[src/rtl/morph_sched.sv]
// Frame/line scheduler for a 3x3 morphology engine: job FSM over whole video frames,
// ping-pong bank selection, pixel coordinate counters and line-buffer rotation.
module morph_sched #(
  parameter logic [9:0] LINE_W  = 10'd512,
  parameter logic [9:0] ROW_MAX = 10'd767
) (
  input  logic       clk,
  input  logic       reset_n,
  input  logic [2:0] fvh,
  input  logic       dv,
  input  logic       start,
  input  logic       abort,
  input  logic [1:0] op,
  input  logic [3:0] passes,
  output logic       busy,
  output logic       done,
  output logic       run,
  output logic [1:0] mode,
  output logic [3:0] pass_idx,
  output logic       src_bank,
  output logic [1:0] wr_line,
  output logic [1:0] mid_line,
  output logic [1:0] top_line,
  output logic [9:0] col,
  output logic [9:0] row,
  output logic       win_valid
);

  typedef enum logic [1:0] {
    S_IDLE,
    S_WAIT_FRAME,
    S_RUN,
    S_DONE
  } state_t;

  localparam logic [9:0] COL_MAX = LINE_W - 10'd1;

  state_t     r_state;
  state_t     w_state_nxt;
  logic       r_fvh0_q;
  logic       r_fvh2_q;
  logic [1:0] r_mode;
  logic [3:0] r_pass_cnt;
  logic [3:0] r_pass_idx;
  logic       r_src_bank;
  logic [1:0] r_wr_line;
  logic [9:0] r_col;
  logic [9:0] r_row;
  logic       r_win_valid;

  logic       w_hsync_edge;
  logic       w_frame_edge;
  logic       w_last_pass;
  logic       w_run;
  logic       w_win_now;

  assign w_hsync_edge = fvh[0] & ~r_fvh0_q;
  assign w_frame_edge = fvh[2] & ~r_fvh2_q;
  assign w_last_pass  = (r_pass_idx == r_pass_cnt - 4'd1);
  assign w_run        = (r_state == S_RUN);

  // NOTE: every always_ff uses non-blocking assignments so all registers update
  // from the same pre-edge values regardless of statement order.
  always_ff @(posedge clk or negedge reset_n) begin
    if (!reset_n) begin
      r_state  <= S_IDLE;
      r_fvh0_q <= 1'b0;
      r_fvh2_q <= 1'b0;
    end else begin
      r_state  <= w_state_nxt;
      r_fvh0_q <= fvh[0];
      r_fvh2_q <= fvh[2];
    end
  end

  // NOTE: the default assignment ahead of the case keeps this block free of latches.
  always_comb begin
    w_state_nxt = r_state;
    case (r_state)
      S_IDLE:       if (start) w_state_nxt = S_WAIT_FRAME;
      S_WAIT_FRAME: if (w_frame_edge) w_state_nxt = S_RUN;
      S_RUN:        if (w_frame_edge && w_last_pass) w_state_nxt = S_DONE;
      S_DONE:       w_state_nxt = S_IDLE;
      default:      w_state_nxt = S_IDLE;
    endcase
    if (abort) w_state_nxt = S_IDLE;
  end

  // Job registers: op/passes are captured only on acceptance, so they stay frozen while busy.
  always_ff @(posedge clk or negedge reset_n) begin
    if (!reset_n) begin
      r_mode     <= 2'd0;
      r_pass_cnt <= 4'd1;
      r_pass_idx <= 4'd0;
      r_src_bank <= 1'b0;
    end else if (abort) begin
      r_pass_idx <= 4'd0;
    end else begin
      case (r_state)
        S_IDLE: begin
          if (start) begin
            r_mode     <= (op == 2'd3) ? 2'd0 : op;
            r_pass_cnt <= (passes == 4'd0) ? 4'd1 : passes;
            r_pass_idx <= 4'd0;
          end
        end
        S_WAIT_FRAME: if (w_frame_edge) r_pass_idx <= 4'd0;
        S_RUN: begin
          if (w_frame_edge && !w_last_pass) begin
            r_pass_idx <= r_pass_idx + 4'd1;
            r_src_bank <= ~r_src_bank;
          end
        end
        S_DONE:  r_pass_idx <= 4'd0;
        default: r_pass_idx <= 4'd0;
      endcase
    end
  end

  // Coordinate counters run in every state; a frame edge overrides a coincident hsync edge.
  always_ff @(posedge clk or negedge reset_n) begin
    if (!reset_n) begin
      r_col     <= 10'd0;
      r_row     <= 10'd0;
      r_wr_line <= 2'd0;
    end else if (w_frame_edge) begin
      r_col     <= 10'd0;
      r_row     <= 10'd0;
      r_wr_line <= 2'd0;
    end else begin
      if (fvh[0]) begin
        r_col <= 10'd0;
      end else if (dv && (fvh[2:1] == 2'b00) && (r_col < COL_MAX)) begin
        r_col <= r_col + 10'd1;
      end
      if (w_hsync_edge && !fvh[2]) begin
        if (r_row < ROW_MAX) r_row <= r_row + 10'd1;
        r_wr_line <= (r_wr_line == 2'd2) ? 2'd0 : r_wr_line + 2'd1;
      end
    end
  end

  assign w_win_now = w_run & dv & ~fvh[2] & ~fvh[1] & (r_col >= 10'd2) & (r_row >= 10'd2);

  always_ff @(posedge clk or negedge reset_n) begin
    if (!reset_n) r_win_valid <= 1'b0;
    else          r_win_valid <= w_win_now;
  end

  always_comb begin
    mid_line = 2'd0;
    top_line = 2'd0;
    case (r_wr_line)
      2'd0:    begin mid_line = 2'd2; top_line = 2'd1; end
      2'd1:    begin mid_line = 2'd0; top_line = 2'd2; end
      2'd2:    begin mid_line = 2'd1; top_line = 2'd0; end
      default: begin mid_line = 2'd0; top_line = 2'd0; end
    endcase
  end

  assign busy      = (r_state == S_WAIT_FRAME) || (r_state == S_RUN);
  assign done      = (r_state == S_DONE);
  assign run       = w_run;
  assign mode      = r_mode;
  assign pass_idx  = r_pass_idx;
  assign src_bank  = r_src_bank;
  assign wr_line   = r_wr_line;
  assign col       = r_col;
  assign row       = r_row;
  assign win_valid = r_win_valid;

endmodule

[config.mk]
export PLATFORM = sky130hd
export DESIGN_NAME = morph_sched
export DESIGN_NICKNAME = d
export VERILOG_FILES = /design/src/rtl/morph_sched.sv
export SDC_FILE = /design/constraint.sdc
export NUM_CORES = 1
export LEC_CHECK = 0
export ABC_AREA = 1
export BUFFER_PORTS_ARGS = -buffer_cell sky130_fd_sc_hd__buf_2
export CORE_ASPECT_RATIO = 0.7
export CORE_MARGIN = 2
export CORE_UTILIZATION = 51
export CTS_BUF_LIST = sky130_fd_sc_hd__clkbuf_8
export DETAILED_ROUTE_END_ITERATION = 8
export HOLD_SLACK_MARGIN = 0.12
export PLACE_DENSITY_LB_ADDON = 0.15
export SLEW_MARGIN = 20
export SYNTH_ARGS = -nofsm -noshare
export SYNTH_HDL_FRONTEND = slang
export SYNTH_SLANG_ARGS = --single-unit
[constraint.sdc]
create_clock -name clk -period 1.8 [get_ports clk]
set_clock_uncertainty 0.1 [all_clocks]
set_input_delay 0.09 -clock clk [delete_from_list [all_inputs] [get_ports clk]]
set_output_delay 0.09 -clock clk [all_outputs]
set_load 0.01 [all_outputs]
==> metrics.txt <==
cell type with the highest occurrence count on the critical path sky130_fd_sc_hd__nand2_1; TritonCTS Buffers 5; Setup crit start r_pass_cnt[0]; number of antenna cells inserted 0; switching portion of total power 35.3%; final-report setup violation count 0; Die Span X 84.5 um; flop-to-flop setup slack 10 ps; #FFs+latches synth 38; initial core utilization 53.1%; per-cell via count in the routed design 5.00; Highest Clock Rate 0.560 GHz; Min Hold Slack 263 ps; number of routed nets with antenna violations 0; type of element launching the critical path flop; cell depth of the worst flop-to-flop path 11; unrepaired setup endpoints after global routing true; Final Hold Vio Count 0; wirelength, routed 5.59 mm; gr ovfl total 0; post-synthesis net count 323; Critical path buffers and inverters 1; Avg Synthesized Cell Area 7.76 um2; share of synthesized area occupied by flip-flops and latches 41.2%; number of optimization iterations in the first detailed-route pass 4; CORE AREA 4350 um2; via count of the first global-routing pass 2020; DP Cell Count 417; number of design rule violations left after detail routing 0; pin count of the biggest net entering global routing 39; DRC violation total after the first TritonRoute iteration 114; number of distinct library cells after synthesis 34; most used flip-flop cell after synthesis sky130_fd_sc_hd__dfrtp_1; P per Cell Area 937 nW/um2; peak ir drop on the vdd network 0.605 mV; EDFF count, synth 0; RR Endpoint pass_idx[1]; routed length per instance 12.6 um; global-route usage over all layers 23.9%; Post-Syn Instances 298; cell type group with the largest total delay on the critical path simple AND/OR/NAND/NOR gates; Num Clock Sinks 38; hpwl dp 4.02 mm; Vert. Die Dim 60.4 um; count of max-cap constraint violations 0; FFs w/ async S/R, synth 100%; most frequent standard cell in the layout excluding fill and tap cells sky130_fd_sc_hd__nand2_1; power share of the combinational group 37.2%; overall die area 5100 um2; via count 2213; leakage power 1.62 nW; peak per-stage delay on the critical path 540 ps; final critical-path required period 1790 ps; CTS tree built; element type at the critical path end flop; fillcell total 363; R2R Path Start r_pass_cnt[0]; final weighted congestion of routability-driven global placement 0.868; Max clock buf depth 2; crit-path cells inv_2, ha_4, xor2_2, nand2_1, nor2_2, nand2_1, nand2_1, nand2_2, nand2_2, nand2_1, nand2_1; biggest fanout along the worst timing path 5; net switching component of the power 0.00102 W; internal power of the cells 0.00187 W; outcome complete, no violations; final layout net count 412; relative max-transition margin 67.6%; ratio of cells with drive above 1 in the final layout 28.1%; initial antenna violation count 0; yosys synthesis warning count 0; number of H-tree levels 2; Cell Rows 20; global-route wire length before repair 9.44 mm; Root Buffer Master sky130_fd_sc_hd__clkbuf_8; post-route clock period utilization 99.2%; insertion delay of the later-clocked pin in the worst-skew pair 290 ps; WS Path Type reg2reg; max-slew violation count 0; arrival time reported for the critical path endpoint 1920 ps; Port Buf Inserts 50; transition at the pin with the smallest max-transition slack 486 ps; post-synthesis instance area 2310 um2; most frequent cells in the layout 80 x sky130_fd_sc_hd__nand2_1, 50 x sky130_fd_sc_hd__buf_2, 37 x sky130_fd_sc_hd__dfrtp_1, 31 x sky130_fd_sc_hd__inv_1, 27 x sky130_fd_sc_hd__nor2_1; Critical-path top delay cell sky130_fd_sc_hd__dfstp_2; area growth from synthesis to final layout 33.0%; I/O Pins 51; number of standard cells in the final layout excluding fillers 443; Hold Path Class in2async; sequential group share of total power 38.9%; CTS clock-pin slew for the worst setup and hold paths 70 ps; clock network fraction of total power 23.8%; required time reported for the critical path endpoint 1930 ps
[cell families (layout without fill, tap and decap cells)]
group | after synthesis | count (layout) | share of synthesized area [%]
simple gates | 165 | 165 | 31.9
buf+inv | 40 | 130 | 7.57
flops | 38 | 38 | 41.2
compound gates | 27 | 27 | 6.87
xor+xnor | 16 | 16 | 6.06
fa+ha+maj | 11 | 11 | 5.95
mux | 1 | 1 | 0.487
[flip-flops by register name, indices dropped and copies added, names as in the netlist, 2 cells and up]
| signal | count |
|---|---|
| col | 10 |
| mode | 2 |
| pass_idx | 4 |
| r_pass_cnt | 4 |
| r_state | 2 |
| row | 10 |
| wr_line | 2 |
[cell usage after synthesis, types with 2 or more instances]
cell / n / area, um2
sky130_fd_sc_hd__nor2_2: 2 / 12.5
sky130_fd_sc_hd__clkbuf_1: 2 / 7.51
sky130_fd_sc_hd__nand2_2: 2 / 12.5
sky130_fd_sc_hd__buf_4: 2 / 15.0
sky130_fd_sc_hd__o21ai_1: 4 / 20.0
sky130_fd_sc_hd__nand4_1: 7 / 43.8
sky130_fd_sc_hd__a21oi_1: 5 / 25.0
sky130_fd_sc_hd__o21ai_0: 10 / 50.1
sky130_fd_sc_hd__nor4_1: 2 / 12.5
sky130_fd_sc_hd__ha_1: 11 / 138
sky130_fd_sc_hd__o21ai_2: 3 / 26.3
sky130_fd_sc_hd__nand3_1: 26 / 130
sky130_fd_sc_hd__nand2_1: 83 / 312
sky130_fd_sc_hd__nor2_1: 28 / 105
sky130_fd_sc_hd__dfrtp_1: 37 / 926
sky130_fd_sc_hd__or2_2: 2 / 12.5
sky130_fd_sc_hd__xnor2_1: 4 / 35.0
sky130_fd_sc_hd__xor2_1: 12 / 105
sky130_fd_sc_hd__nor3_1: 8 / 40.0
sky130_fd_sc_hd__inv_1: 34 / 128
[timing repair]
action	4_1_cts	5_1_grt
gates resized for setup	5	9
hold buffers	13	0
pin swaps	5	4
endpoints found under the setup margin	7	20
endpoints found under the hold margin	62	0
buffers inserted	0	5
[power by group through the flow]
stage,combinational (W),sequential [W],clock (W)
6_report,0.00107,0.00112,0.000687
5_1_grt,0.00122,0.00114,0.000733
4_1_cts,0.00104,0.00112,0.000704
3_5_place_dp,0.000975,0.00113,0
3_3_place_gp,0.000953,0.00113,0
2_1_floorplan,0.000572,0.00117,0
[final cells by class]
class / instances / area (um2) / area share (%)
multi-input combinational: 220 / 1240 / 40.2
sequential: 38 / 952 / 30.9
timing repair buffer: 88 / 581 / 18.9
inverter: 34 / 128 / 4.15
clock buffer: 8 / 110 / 3.58
tap: 55 / 68.8 / 2.24
[worst min-delay path, stage by stage]
cell,delay [ps]
sky130_fd_sc_hd__dlygate4sd3_1,510
sky130_fd_sc_hd__buf_2,90
sky130_fd_sc_hd__buf_4,410
[metal layers]
| metal | part of all wire [%] | global-route usage (%) | vias up |
|---|---|---|---|
| met3 | 4.4 | 4.22 | 9 |
| li1 | - | - | 1129 |
| met5 | 0 | 0 | - |
| met1 | 51 | 34.0 | 1013 |
| met2 | 43 | 36.8 | 62 |
| met4 | 1.7 | 10.2 | 0 |
[worst max path at each step]
stage	end	slack [ps]	cells after the start
CTS	pass_idx[1]	5	11
global placement	pass_idx[0]	-30	11
detailed placement	pass_idx[1]	-110	11
floorplan	pass_idx[3]	20	11
finish	pass_idx[1]	10	11
global route	pass_idx[3]	-160	11
[metrics by stage]
stage / instance area (um2) / total power [W] / util [%] / setup TNS [ps] / setup slack, ps
2_1_floorplan: 2310 / 0.00174 / - / 0 / 17.6
3_5_place_dp: 2750 / 0.00211 / 63.1 / -445 / -111
4_1_cts: 3010 / 0.00286 / 69.1 / 0 / 4.60
3_3_place_gp: 2750 / 0.00208 / 63.1 / -121 / -34.7
5_1_grt: 3080 / 0.00309 / 70.7 / -679 / -157
6_report: 3080 / 0.00288 / 70.7 / 0 / 14.5
No activity file was read; power rests on OpenSTA's default activity.
